`src/rtl/ahb_sram_pkg.sv`:
```
// Shared types and AHB-Lite encodings for the 2 KB SRAM controller.
package ahb_sram_pkg;

  typedef enum logic [2:0] {
    IDLE, RD_ISSUE, RD_DATA, WR, RMW_RD, RMW_WR, ERR1, ERR2
  } state_t;

  localparam logic [1:0] HTRANS_IDLE   = 2'b00;
  localparam logic [1:0] HTRANS_BUSY   = 2'b01;
  localparam logic [1:0] HTRANS_NONSEQ = 2'b10;
  localparam logic [1:0] HTRANS_SEQ    = 2'b11;

  localparam logic [2:0] HSIZE_BYTE = 3'd0;
  localparam logic [2:0] HSIZE_HALF = 3'd1;
  localparam logic [2:0] HSIZE_WORD = 3'd2;

  localparam logic HRESP_OKAY  = 1'b0;
  localparam logic HRESP_ERROR = 1'b1;

  // Oversized or misaligned transfers are answered with ERROR.
  function automatic logic xfer_illegal(input logic [2:0] size, input logic [1:0] lo);
    return (size > HSIZE_WORD) ||
           ((size == HSIZE_HALF) && lo[0]) ||
           ((size == HSIZE_WORD) && (lo != 2'b00));
  endfunction

endpackage

```
`src/rtl/ahb_sram_2k_ctrl_if.sv`:
```
// AHB-Lite slave-port bundle between the matrix and the SRAM controller.
interface ahb_sram_2k_ctrl_if;
  logic        hsel;
  logic [31:0] haddr;
  logic [1:0]  htrans;
  logic        hwrite;
  logic [2:0]  hsize;
  logic [31:0] hwdata;
  logic        hready;
  logic        hreadyout;
  logic        hresp;
  logic [31:0] hrdata;

  modport master (
    output hsel, haddr, htrans, hwrite, hsize, hwdata, hready,
    input  hreadyout, hresp, hrdata
  );

  modport slave (
    input  hsel, haddr, htrans, hwrite, hsize, hwdata, hready,
    output hreadyout, hresp, hrdata
  );
endinterface

```
`src/rtl/ahb_sram_lane_merge.sv`:
```
// Byte-lane mask from size/offset, and the read-modify-write byte merge.
module ahb_sram_lane_merge
  import ahb_sram_pkg::*;
(
  input  logic [2:0]  size,
  input  logic [1:0]  addr_lo,
  output logic [3:0]  mask,
  input  logic [3:0]  merge_mask,
  input  logic [31:0] wdata,
  input  logic [31:0] rdata,
  output logic [31:0] merged
);

  always_comb begin
    case (size)
      HSIZE_BYTE: mask = 4'b0001 << addr_lo;
      HSIZE_HALF: mask = addr_lo[1] ? 4'b1100 : 4'b0011;
      default:    mask = 4'b1111;
    endcase
  end

  always_comb begin
    merged = rdata;
    for (int i = 0; i < 4; i++) begin
      if (merge_mask[i]) merged[8*i +: 8] = wdata[8*i +: 8];
    end
  end

endmodule

```
`src/rtl/ahb_sram_2k_ctrl.sv`:
```
// AHB-Lite slave owning a 512x32 single-port SRAM; sub-word writes are done
// as read-modify-write because the macro has no byte enables.
module ahb_sram_2k_ctrl
  import ahb_sram_pkg::*;
#(
  parameter int ADDR_WIDTH = 9,
  parameter int DATA_WIDTH = 32
) (
  input  logic                  clk,
  input  logic                  rst,
  ahb_sram_2k_ctrl_if.slave     ahb,
  output logic                  sram_cs,
  output logic                  sram_wen,
  output logic [ADDR_WIDTH-1:0] sram_addr,
  output logic [DATA_WIDTH-1:0] sram_data,
  input  logic [DATA_WIDTH-1:0] sram_q
);

  state_t                  state;
  state_t                  acc_state;
  logic [ADDR_WIDTH-1:0]   addr_p1;
  logic                    write_p1;
  logic [2:0]              size_p1;
  logic [1:0]              lane_p1;
  logic [3:0]              mask_p1;
  logic [DATA_WIDTH-1:0]   wdata_p2;
  logic [3:0]              mask_c;
  logic [31:0]             merged;
  logic                    hready_c;
  logic                    accept;
  logic                    unused_ok;

  ahb_sram_lane_merge u_merge (
    .size       (ahb.hsize),
    .addr_lo    (ahb.haddr[1:0]),
    .mask       (mask_c),
    .merge_mask (mask_p1),
    .wdata      (wdata_p2),
    .rdata      (sram_q),
    .merged     (merged)
  );

  assign accept = ahb.hsel & ahb.htrans[1] & ahb.hready & hready_c;

  always_comb begin
    if (xfer_illegal(ahb.hsize, ahb.haddr[1:0])) acc_state = ERR1;
    else if (!ahb.hwrite)                        acc_state = RD_ISSUE;
    else if (ahb.hsize == HSIZE_WORD)            acc_state = WR;
    else                                         acc_state = RMW_RD;
  end

  // Address phase -> control registers
  always_ff @(posedge clk or posedge rst) begin
    if (rst) begin
      state    <= IDLE;
      addr_p1  <= '0;
      write_p1 <= 1'b0;
      size_p1  <= '0;
      lane_p1  <= '0;
      mask_p1  <= '0;
    end else begin
      if (accept) begin
        addr_p1  <= ahb.haddr[ADDR_WIDTH+1:2];
        write_p1 <= ahb.hwrite;
        size_p1  <= ahb.hsize;
        lane_p1  <= ahb.haddr[1:0];
        mask_p1  <= mask_c;
      end
      case (state)
        RD_ISSUE: state <= RD_DATA;
        RMW_RD:   state <= RMW_WR;
        ERR1:     state <= ERR2;
        default:  state <= accept ? acc_state : IDLE;
      endcase
    end
  end

  // Data phase capture: the master holds hwdata through the RMW wait state
  always_ff @(posedge clk) begin
    if (state == RMW_RD) wdata_p2 <= ahb.hwdata;
  end

  always_comb begin
    hready_c  = 1'b1;
    ahb.hresp = HRESP_OKAY;
    sram_cs   = 1'b0;
    sram_wen  = 1'b1;
    sram_data = '0;
    case (state)
      RD_ISSUE: begin sram_cs = 1'b1; hready_c = 1'b0; end
      WR:       begin sram_cs = 1'b1; sram_wen = 1'b0; sram_data = ahb.hwdata; end
      RMW_RD:   begin sram_cs = 1'b1; hready_c = 1'b0; end
      RMW_WR:   begin sram_cs = 1'b1; sram_wen = 1'b0; sram_data = merged; end
      ERR1:     begin ahb.hresp = HRESP_ERROR; hready_c = 1'b0; end
      ERR2:     ahb.hresp = HRESP_ERROR;
      default:  ;
    endcase
  end

  assign ahb.hreadyout = hready_c;
  assign ahb.hrdata    = sram_q;
  assign sram_addr     = addr_p1;

  // Upper address bits alias; the size/lane/write copies are kept for debug visibility.
  assign unused_ok = ^{ahb.haddr[31:ADDR_WIDTH+2], write_p1, size_p1, lane_p1};

endmodule

```
`src/flat_wrapper.sv`:
```
// flat-port wrapper written by rule: the top's interface ports become plain ports
module ahb_sram_2k_ctrl_flat import ahb_sram_pkg::*;
#(
  parameter int ADDR_WIDTH = 9,
  parameter int DATA_WIDTH = 32
)
  (clk, rst, sram_cs, sram_wen, sram_addr, sram_data, sram_q, ahb_hsel, ahb_haddr, ahb_htrans, ahb_hwrite, ahb_hsize, ahb_hwdata, ahb_hready, ahb_hreadyout, ahb_hresp, ahb_hrdata);
  ahb_sram_2k_ctrl_if ahb_i ();
  input  logic clk;
  input  logic rst;
  output logic sram_cs;
  output logic sram_wen;
  output logic [ADDR_WIDTH-1:0] sram_addr;
  output logic [DATA_WIDTH-1:0] sram_data;
  input  logic [DATA_WIDTH-1:0] sram_q;
  input wire logic [$bits(ahb_i.hsel)-1:0] ahb_hsel;
  input wire logic [$bits(ahb_i.haddr)-1:0] ahb_haddr;
  input wire logic [$bits(ahb_i.htrans)-1:0] ahb_htrans;
  input wire logic [$bits(ahb_i.hwrite)-1:0] ahb_hwrite;
  input wire logic [$bits(ahb_i.hsize)-1:0] ahb_hsize;
  input wire logic [$bits(ahb_i.hwdata)-1:0] ahb_hwdata;
  input wire logic [$bits(ahb_i.hready)-1:0] ahb_hready;
  output wire logic [$bits(ahb_i.hreadyout)-1:0] ahb_hreadyout;
  output wire logic [$bits(ahb_i.hresp)-1:0] ahb_hresp;
  output wire logic [$bits(ahb_i.hrdata)-1:0] ahb_hrdata;
  assign ahb_i.hsel = ahb_hsel;
  assign ahb_i.haddr = ahb_haddr;
  assign ahb_i.htrans = ahb_htrans;
  assign ahb_i.hwrite = ahb_hwrite;
  assign ahb_i.hsize = ahb_hsize;
  assign ahb_i.hwdata = ahb_hwdata;
  assign ahb_i.hready = ahb_hready;
  assign ahb_hreadyout = ahb_i.hreadyout;
  assign ahb_hresp = ahb_i.hresp;
  assign ahb_hrdata = ahb_i.hrdata;
  ahb_sram_2k_ctrl #(.ADDR_WIDTH(ADDR_WIDTH), .DATA_WIDTH(DATA_WIDTH)) u_core (.clk(clk), .rst(rst), .ahb(ahb_i), .sram_cs(sram_cs), .sram_wen(sram_wen), .sram_addr(sram_addr), .sram_data(sram_data), .sram_q(sram_q));
endmodule
```
`config.mk`:
```
export PLATFORM = sky130hd
export DESIGN_NAME = ahb_sram_2k_ctrl_flat
export DESIGN_NICKNAME = d
export VERILOG_FILES = /design/src/rtl/ahb_sram_pkg.sv /design/src/rtl/ahb_sram_2k_ctrl_if.sv /design/src/rtl/ahb_sram_lane_merge.sv /design/src/rtl/ahb_sram_2k_ctrl.sv /design/src/flat_wrapper.sv
export SDC_FILE = /design/constraint.sdc
export NUM_CORES = 1
export LEC_CHECK = 0
export CAP_MARGIN = 10
export CORE_MARGIN = 2
export CORE_UTILIZATION = 38
export CTS_CLUSTER_DIAMETER = 150
export DETAILED_ROUTE_END_ITERATION = 8
export HOLD_SLACK_MARGIN = 0.02
export MAX_ROUTING_LAYER = met4
export PLACE_DENSITY = 0.88
export SYNTH_ARGS = -nofsm -noshare
export SYNTH_HDL_FRONTEND = slang
export SYNTH_SLANG_ARGS = --single-unit
export TNS_END_PERCENT = 20
```
`constraint.sdc`:
```
create_clock -name clk -period 3.5 [get_ports clk]
set_input_delay 0.35 -clock clk [delete_from_list [all_inputs] [get_ports clk]]
set_output_delay 0.35 -clock clk [all_outputs]
set_load 0.02 [all_outputs]
```
# Word level (Yosys, flattened, before mapping)
# Index checks and enable logic that the tools add are counted.
totals:
  regBits: 48
  inputBits: 106
  output_inout_bits: 77
  wordCells: 43
classes:
  order_cmp: 1
  eq_ne: 8
  n_shift: 1
  mux: 16
  n_bitwise: 3
  reduce_logical: 10
op_table:
  columns: ["op", "n"]
  rows:
  - ["32-bit case mux with 2 select lines", 1]
  - ["8-bit two-way mux", 4]
  - ["3-bit equality test, second input constant", 4]
  - ["3-bit two-way mux", 4]
  - ["3-bit case mux with 3 select lines", 1]
  - ["4-bit case mux with 2 select lines", 1]
  - ["3-bit by 1-bit equality test with 1-bit output, second input constant", 2]
  - ["3-bit by 2-bit equality test with 1-bit output, second input constant", 2]
  - ["1-bit two-way mux", 4]
  - ["4-bit two-way mux", 1]
  - ["2-bit OR reduction", 2]
  - ["4-bit OR reduction", 1]
  - ["1-bit by 2-bit << shifter with 4-bit output, first input constant", 1]
  - ["1-bit bitwise AND", 3]
  - ["3-bit by 2-bit greater-than comparator with 1-bit output, second input constant", 1]
  - ["3-bit zero test", 1]
  - ["3-bit OR reduction", 1]
  - ["1-bit logical AND", 2]
  - ["1-bit logical OR", 2]
  - ["2-bit nonzero test", 1]

# Longest topological paths before layout
# Gate-level depths: netlist (run 1).
depth:
  ltp_word: 7
  ltp_mapped: 5
  depth_no_buf: 3

# Hierarchy
# A second synthesis (run 1) with hierarchy kept.
hier_totals:
  hier_cells: 200
  hier_area_um2: 2851.5
modules_own_cells:
  columns: ["mod", "instances", "cells_each", "area_each_um2", "seq_area_each_um2"]
  rows:
  - ["ahb_sram_2k_ctrl", 1, 156, 2288.4, 1361.3]
  - ["ahb_sram_lane_merge", 1, 44, 563.0, 0.0]

# Worst setup path before layout (run 1)
# Ideal clock, no wire load.
synth_timing:
  path_kind: "register to register"
  start: "register u_core.state[1]"
  end: "register u_core.wdata_p2[0] (enable)"
  setup_time_ps: 421
  arrival_time_ps: 1947
  required_time_ps: 3079
  setup_slack_ps: 1132
  stages_incl_launch_ff: 3
  path_buffers: 0
  period_less_slack_ps: 2368
  path_cell_list: "dfrtp_1 -> nand2b_1 -> nor2_1"
synth_via:
  elab_chain_len: 1
synth_lines:
  columns: ["element", "line", "rtl"]
  rows:
  - ["from (decl)", "ahb_sram_2k_ctrl.sv:19", "state_t state;"]
  - ["from (signal assigned)", "ahb_sram_2k_ctrl.sv:73", "default: state <= accept ? acc_state : IDLE;"]
  - ["3-bit equality test", "ahb_sram_2k_ctrl.sv:80", "if (state == RMW_RD) wdata_p2 <= ahb.hwdata;"]
  - ["to (signal assigned)", "ahb_sram_2k_ctrl.sv:80", null]
  - ["to (decl)", "ahb_sram_2k_ctrl.sv:26", "logic [DATA_WIDTH-1:0] wdata_p2;"]
# Every way passes these cells.
# A chain may end at the register's enable or synchronous reset.

# Worst setup path after layout (run 1)
layout_timing:
  start: "register u_core.state[1]"
  end: "output sram_data[13]"
layout_via:
  elab_chain_len: 2
  word_cells_on_any_way: 3
  classes_between: "2 x eq/ne; 1 x mux"
layout_lines:
  columns: ["element", "line", "rtl"]
  rows:
  - ["3-bit equality test or 3-bit by 2-bit equality test with 1-bit output (tied branches)", "ahb_sram_2k_ctrl.sv:89", "case (state)"]
  - ["32-bit case mux with 2 select lines *", "ahb_sram_2k_ctrl.sv:89", null]
  - ["to (decl)", "flat_wrapper.sv:14", "output logic [DATA_WIDTH-1:0] sram_data;"]
# Mark *: on every way between the ends. The rest lies on a longest branch, timed or not.

==> flow_summary.ini, run 1 <==
[power_and_ir_drop]
vdd.ir_drop.worst_mv = 0.4378
netSwitchingFraction_pct = 35.66
clockPowerShare_pct = 16.2
power.internal_mw = 1.696
cellPowerDensity_mw_per_mm2 = 628.2
switchingPower_uw = 939.9
combPwrFrac_pct = 45.6
p_total_mw = 2.636
pwr-share-seq_pct = 38.2
leakage_nw = 1.656

[sta]
hold_viol = 0
holdWs_ps = 424.9
slew_headroom_pct = 37.09
finalCritPeriodShare_pct = 81.46
max_freq_ghz = 0.3507
period_needed_ps = 2851
finalClockSkew_ps = 6.712
worst_pin_slew_ps = 941.4
rsz0062_at_grt = no
maxSlewViolCount = 0
setup_viol = 0
tns_ps = 0

[layout]
fillCellCount = 545
layout_commonest_cell = clkdlybuf4s50_1
antenna_cells = 0
layout.nets = 464
area_growth_pct = 58.73
final_cell_mix = clkdlybuf4s50_1, mux2i_1, nand2_1, edfxtp_1, o21ai_0
finalInstanceArea_sq_mm = 0.004197
drive_above_1_share_pct = 7.521

[logic_synthesis]
synthMuxAreaShare_pct = 18.79
yosys_register_bits = 48
synth_edf_count = 32
synth-main-ff-cell = edfxtp_1
synth_top_family_by_area = multiplexers
synthXorXnorAreaFrac_pct = 0
synthCells = 233
yosysSeqAreaShare_pct = 51.49
syn_avg_cell_area_sq_um = 11.35
netlist_area_sq_mm = 0.002644
synth_fa_ha_area_share_pct = 0
async_reset_ff_share_pct = 33.33
ys_types = 31
synth_compound_area_share_pct = 8.992
yosys.area_share.simple_pct = 9.087
synth.net_count = 339
synth_warnings = 0

[placement]
dp_hpwl_um = 5137
portBuffers = 160
dpl_cell_area_sq_mm = 0.004075
gp_congestion = 0.7959

[grt]
grt_pass1_vias = 2198
grt_overflow_total = 0
grt_pass1_wl_um = 10650
track_usage_pct = 18.25
antenna_found_initial = 0
grt_max_degree = 33

[floorplanning]
initial_utilization_pct = 39.13
fp.dieW_um = 87.41
io_pins = 183
std_cell_rows = 30
core_sq_mm = 0.006756
die_h_um = 87.41
die_area_sq_mm = 0.007641

[clocking]
cts_tree = yes
cts-root-buf = clkbuf_8
cts_buffers = 5
cts_setup_buffers = 0
cts.sinks = 48
cts_buffer_depth = 2
clock_latency_ps = 290
h-tree-depth = 2
clkTransAtPathRegs_ps = 100
cts.hold.buffers_added = 0
ctsResizeCount = 0

[drt]
dr_wl_met2_um = 3609
remaining_drc_errors = 0
drtAntennaViolNets = 0
routedWlPerCell_um = 15.66
vias = 2183
dr.pass1.iters = 4
vias_per_cell = 4.973
dr.max_layer_used = met4
drt-initial-drc-count = 99
routed-wl-met3_um = 505
wl_um = 6873
met1Wirelength_um = 2696

[worst_setup_path]
slowest_delay_ps = 630
cp_top_family = buffers and inverters
cp-startpoint = u_core.state[1]$_DFF_PP0_
crit_arrival_ps = 2500
cp-start-kind = flop
cp-end-kind = primary output
required_ps = 3150
crit_path_top_delay_cell = clkdlybuf4s50_1
crit_buf_inv = 2
critical_path.reg2reg.startpoint = u_core.state[0]$_DFF_PP0_
cp_max_fo = 22
critical_path_class = reg2out
crit_chain = nand2b_1 > or2_1 > buf_4 > o21ai_0 > clkdlybuf4s50_1

[hold_path]
hold_class = in2async

[run]
drv_cap = 0

[run_status]
status = complete, no violations
routing by layer:
| layer | GRT usage, % | vias to the layer above |
|---|---|---|
| met4 | 4.755 | 0 |
| met3 | 3.886 | 7 |
| met1 | 21.13 | 1031 |
| li1 | - | 1049 |
| met2 | 32.02 | 96 |
| met5 | - | - |
worst reg2reg max path, cell delays in order, from the launching register on:
cell     delay (ps)
dfrtp_1         470
nor3b_4         210
nor3_4          720
mux2_2          420
per-stage QoR:
step,instances,util [%],setup WS [ps]
detailed placement,431,60.31,960.9
global route,439,62.11,488.5
finish,439,62.11,649.0
floorplan,233,-,1132
global placement,431,60.31,1013
CTS,439,62.11,621.0
cell usage after synthesis, types with 2 or more instances:
| cell | number | area, sq um |
|---|---|---|
| nand2_1 | 32 | 120.1 |
| clkbuf_1 | 8 | 30.03 |
| mux2_2 | 5 | 56.30 |
| edfxtp_1 | 32 | 960.9 |
| dfrtp_1 | 16 | 400.4 |
| nor2_1 | 4 | 15.01 |
| inv_1 | 4 | 15.01 |
| mux2_4 | 8 | 120.1 |
| o21ai_0 | 27 | 135.1 |
| mux2i_1 | 32 | 320.3 |
| nor2b_1 | 2 | 12.51 |
| buf_1 | 3 | 11.26 |
| buf_4 | 32 | 240.2 |
| o21ai_1 | 10 | 50.05 |
| a21oi_1 | 2 | 10.01 |
cell type report:
type                    count  area (sq um)  share of cell area [%]
flip-flops and latches     48          1361                   32.44
clock inverters             2         38.79                  0.9243
multi-input cells         137         982.2                   23.40
well taps                  80         100.1                   2.385
inverters                   4         15.01                  0.3578
repair buffers            162          1617                   38.52
clock buffers               6         82.58                   1.968
power by group through the flow:
stage	clock network [mW]	registers (mW)	logic (mW)
3_3_place_gp	0	1.01	1.19
6_report	0.427	1.01	1.20
3_5_place_dp	0	1.02	1.21
2_1_floorplan	0	0.972	0.708
5_1_grt	0.455	1.04	1.29
4_1_cts	0.439	1.01	1.22
kinds of logic (layout without fill, tap and decap cells):
logic type / Yosys count / after routing
DFF: 48 / 48
muxes: 45 / 45
buffers and inverters: 48 / 174
AOI/OAI and AO/OA: 44 / 44
and+or+nand+nor: 48 / 48
flip-flops by register name, indices dropped and copies added, names as in the netlist:
name	flops
u_core.sram_addr	9
u_core.mask_p1	4
u_core.state	3
u_core.wdata_p2	32
final timing paths:
check / end / slack (ps) / cells after the start
min in group clk: u_core.sram_addr[5]$_DFFE_PP0P_ / 510 / 1
setup reg to reg: u_core.sram_addr[1]$_DFFE_PP0P_ / 1580 / 3
setup / recovery: sram_data[13] / 650 / 5
max in group asynchronous: u_core.state[1]$_DFF_PP0_ / 2660 / 2
hold reg to reg: u_core.sram_addr[5]$_DFFE_PP0P_ / 510 / 1
hold / removal: u_core.sram_addr[7]$_DFFE_PP0P_ / 420 / 2
(Power assumes the default switching activity.)
==> run 2: changes to the inputs <==
- CORE_UTILIZATION: 38 -> 32
- PLACE_DENSITY: 0.88 -> 0.79
- clock period: 3.5 -> 2.4 ns (I/O delays scaled with it)
==> run 2 against run 1 <==
Effect of this change: flip-flop and latch count unchanged; cell area up 2.4%; hold slack worse by 130 ps; register-to-register slack worse by 780 ps; core utilization down 9.0 points; final cell count up 6.4%; via count down 0.60%; largest power group unchanged.
==> flow_summary.ini, run 2 (same netlist as run 1, synthesis figures left out) <==
[drt]
drt-initial-drc-count = 89
dr.pass1.iters = 4
dr_wl_met2_um = 3694
vias = 2170
drtAntennaViolNets = 0
met1Wirelength_um = 2784
routed-wl-met3_um = 524
vias_per_cell = 4.647
dr.max_layer_used = met4
routedWlPerCell_um = 15.05
wl_um = 7030
remaining_drc_errors = 0

[grt]
grt_overflow_total = 0
grt_pass1_vias = 2225
antenna_found_initial = 0
grt_max_degree = 34
grt_pass1_wl_um = 10920
track_usage_pct = 16.08

[placement]
gp_congestion = 0.7663
dpl_cell_area_sq_mm = 0.004167
portBuffers = 160
dp_hpwl_um = 5421
post-place-cells = 459

[layout]
fillCellCount = 700
regArea_sq_mm = 0.001363
largest-register = u_core.wdata_p2
finalInstanceArea_sq_mm = 0.004297
layout.nets = 467
largest_register_ffs = 32
layout_commonest_cell = clkdlybuf4s50_1
fin_cells = 467
final_cell_mix = clkdlybuf4s50_1, mux2i_1, nand2_1, edfxtp_1, o21ai_0
drive_above_1_share_pct = 8.564
antenna_cells = 0
area_growth_pct = 62.52
multiInputGateArea_sq_um = 982.2
fin_util_pct = 53.09

[sta]
setup_viol = 0
holdWs_ps = 292.7
hold_viol = 0
finalCritPeriodShare_pct = 88.64
rsz0062_at_grt = no
maxSlewViolCount = 0
period_needed_ps = 2127
finalClockSkew_ps = 6.513
worst_pin_slew_ps = 597.7
slew_headroom_pct = 60.15
max_freq_ghz = 0.4701
tns_ps = 0

[floorplanning]
io_pins = 183
die_area_sq_mm = 0.009005
initial_utilization_pct = 32.67
fp.dieW_um = 94.90
core_sq_mm = 0.008093
std_cell_rows = 33
die_h_um = 94.90

[clocking]
cts_buffer_depth = 2
cts.hold.buffers_added = 0
cts_tree = yes
cts_buffers = 5
clock_latency_ps = 300
cts.sinks = 48
cts-root-buf = clkbuf_8
clkTransAtPathRegs_ps = 100
h-tree-depth = 2

[worst_setup_path]
critical_path.reg2reg.startpoint = u_core.state[0]$_DFF_PP0_
required_ps = 2160
cp-end-kind = primary output
crit_arrival_ps = 1890
cp_max_fo = 33
critical_path_class = reg2out
cp-start-kind = flop
cp-startpoint = u_core.state[1]$_DFF_PP0_

[run]
drv_cap = 0

[hold_path]
hold_class = in2async

[run_status]
status = complete, no violations

[power_and_ir_drop]
leakage_nw = 1.989
cellPowerDensity_mw_per_mm2 = 890.6
vdd.ir_drop.worst_mv = 0.5156
-- run 2: worst paths after layout --
check                                                  endpoint  slack (ps)  cells after the start
worst min-delay path            u_core.sram_addr[8]$_DFFE_PP0P_         290                      2
worst max-delay path                              sram_data[17]         270                      5
worst min register to register  u_core.sram_addr[1]$_DFFE_PP0P_         510                      1
max in group asynchronous             u_core.state[2]$_DFF_PP0_        1680                      2
min in group clk                u_core.sram_addr[1]$_DFFE_PP0P_         510                      1
worst max register to register  u_core.sram_addr[4]$_DFFE_PP0P_         800                      4
-- run 2: what timing repair did --
item	in CTS	in global routing
endpoints found under the setup margin	32	13
buffers inserted	0	0
gates resized for setup	21	13
cloned	0	0
pin swaps	0	0
-- run 2: layout make-up --
class,count,area share [%]
Timing Repair Buffer,165,39.20
Sequential cell,48,31.71
Multi-Input combinational cell,137,22.86
Tap cell,105,3.058
Clock buffer,6,1.922
Clock inverter,2,0.9027
Inverter,4,0.3494
-- run 2: critical path: stages, from the launching register on --
cell and delay (ps):
dfrtp_1 390, nand2b_1 200, or2_1 270, buf_12 170, o21ai_0 190, dlygate4sd2_1 360
-- run 2: per-layer routing --
metal,vias to the layer above,global-route usage (%)
li1,1061,-
met1,1017,18.22
met2,89,29.31
met3,3,3.512
met4,0,2.899
met5,-,-
-- run 2: through the flow --
stage	total power, mW	setup slack [ps]
finish	3.827	272.7
global route	4.059	96.52
CTS	3.903	0.7847
detailed placement	3.329	243.1
global placement	3.285	300.1
floorplan	2.450	32.11
-- run 2: where the power goes --
part	total, mW	switching (mW)	internal, mW
combinational	1.75	0.826	0.927
clock	0.611	0.270	0.341
sequential	1.46	0.264	1.20
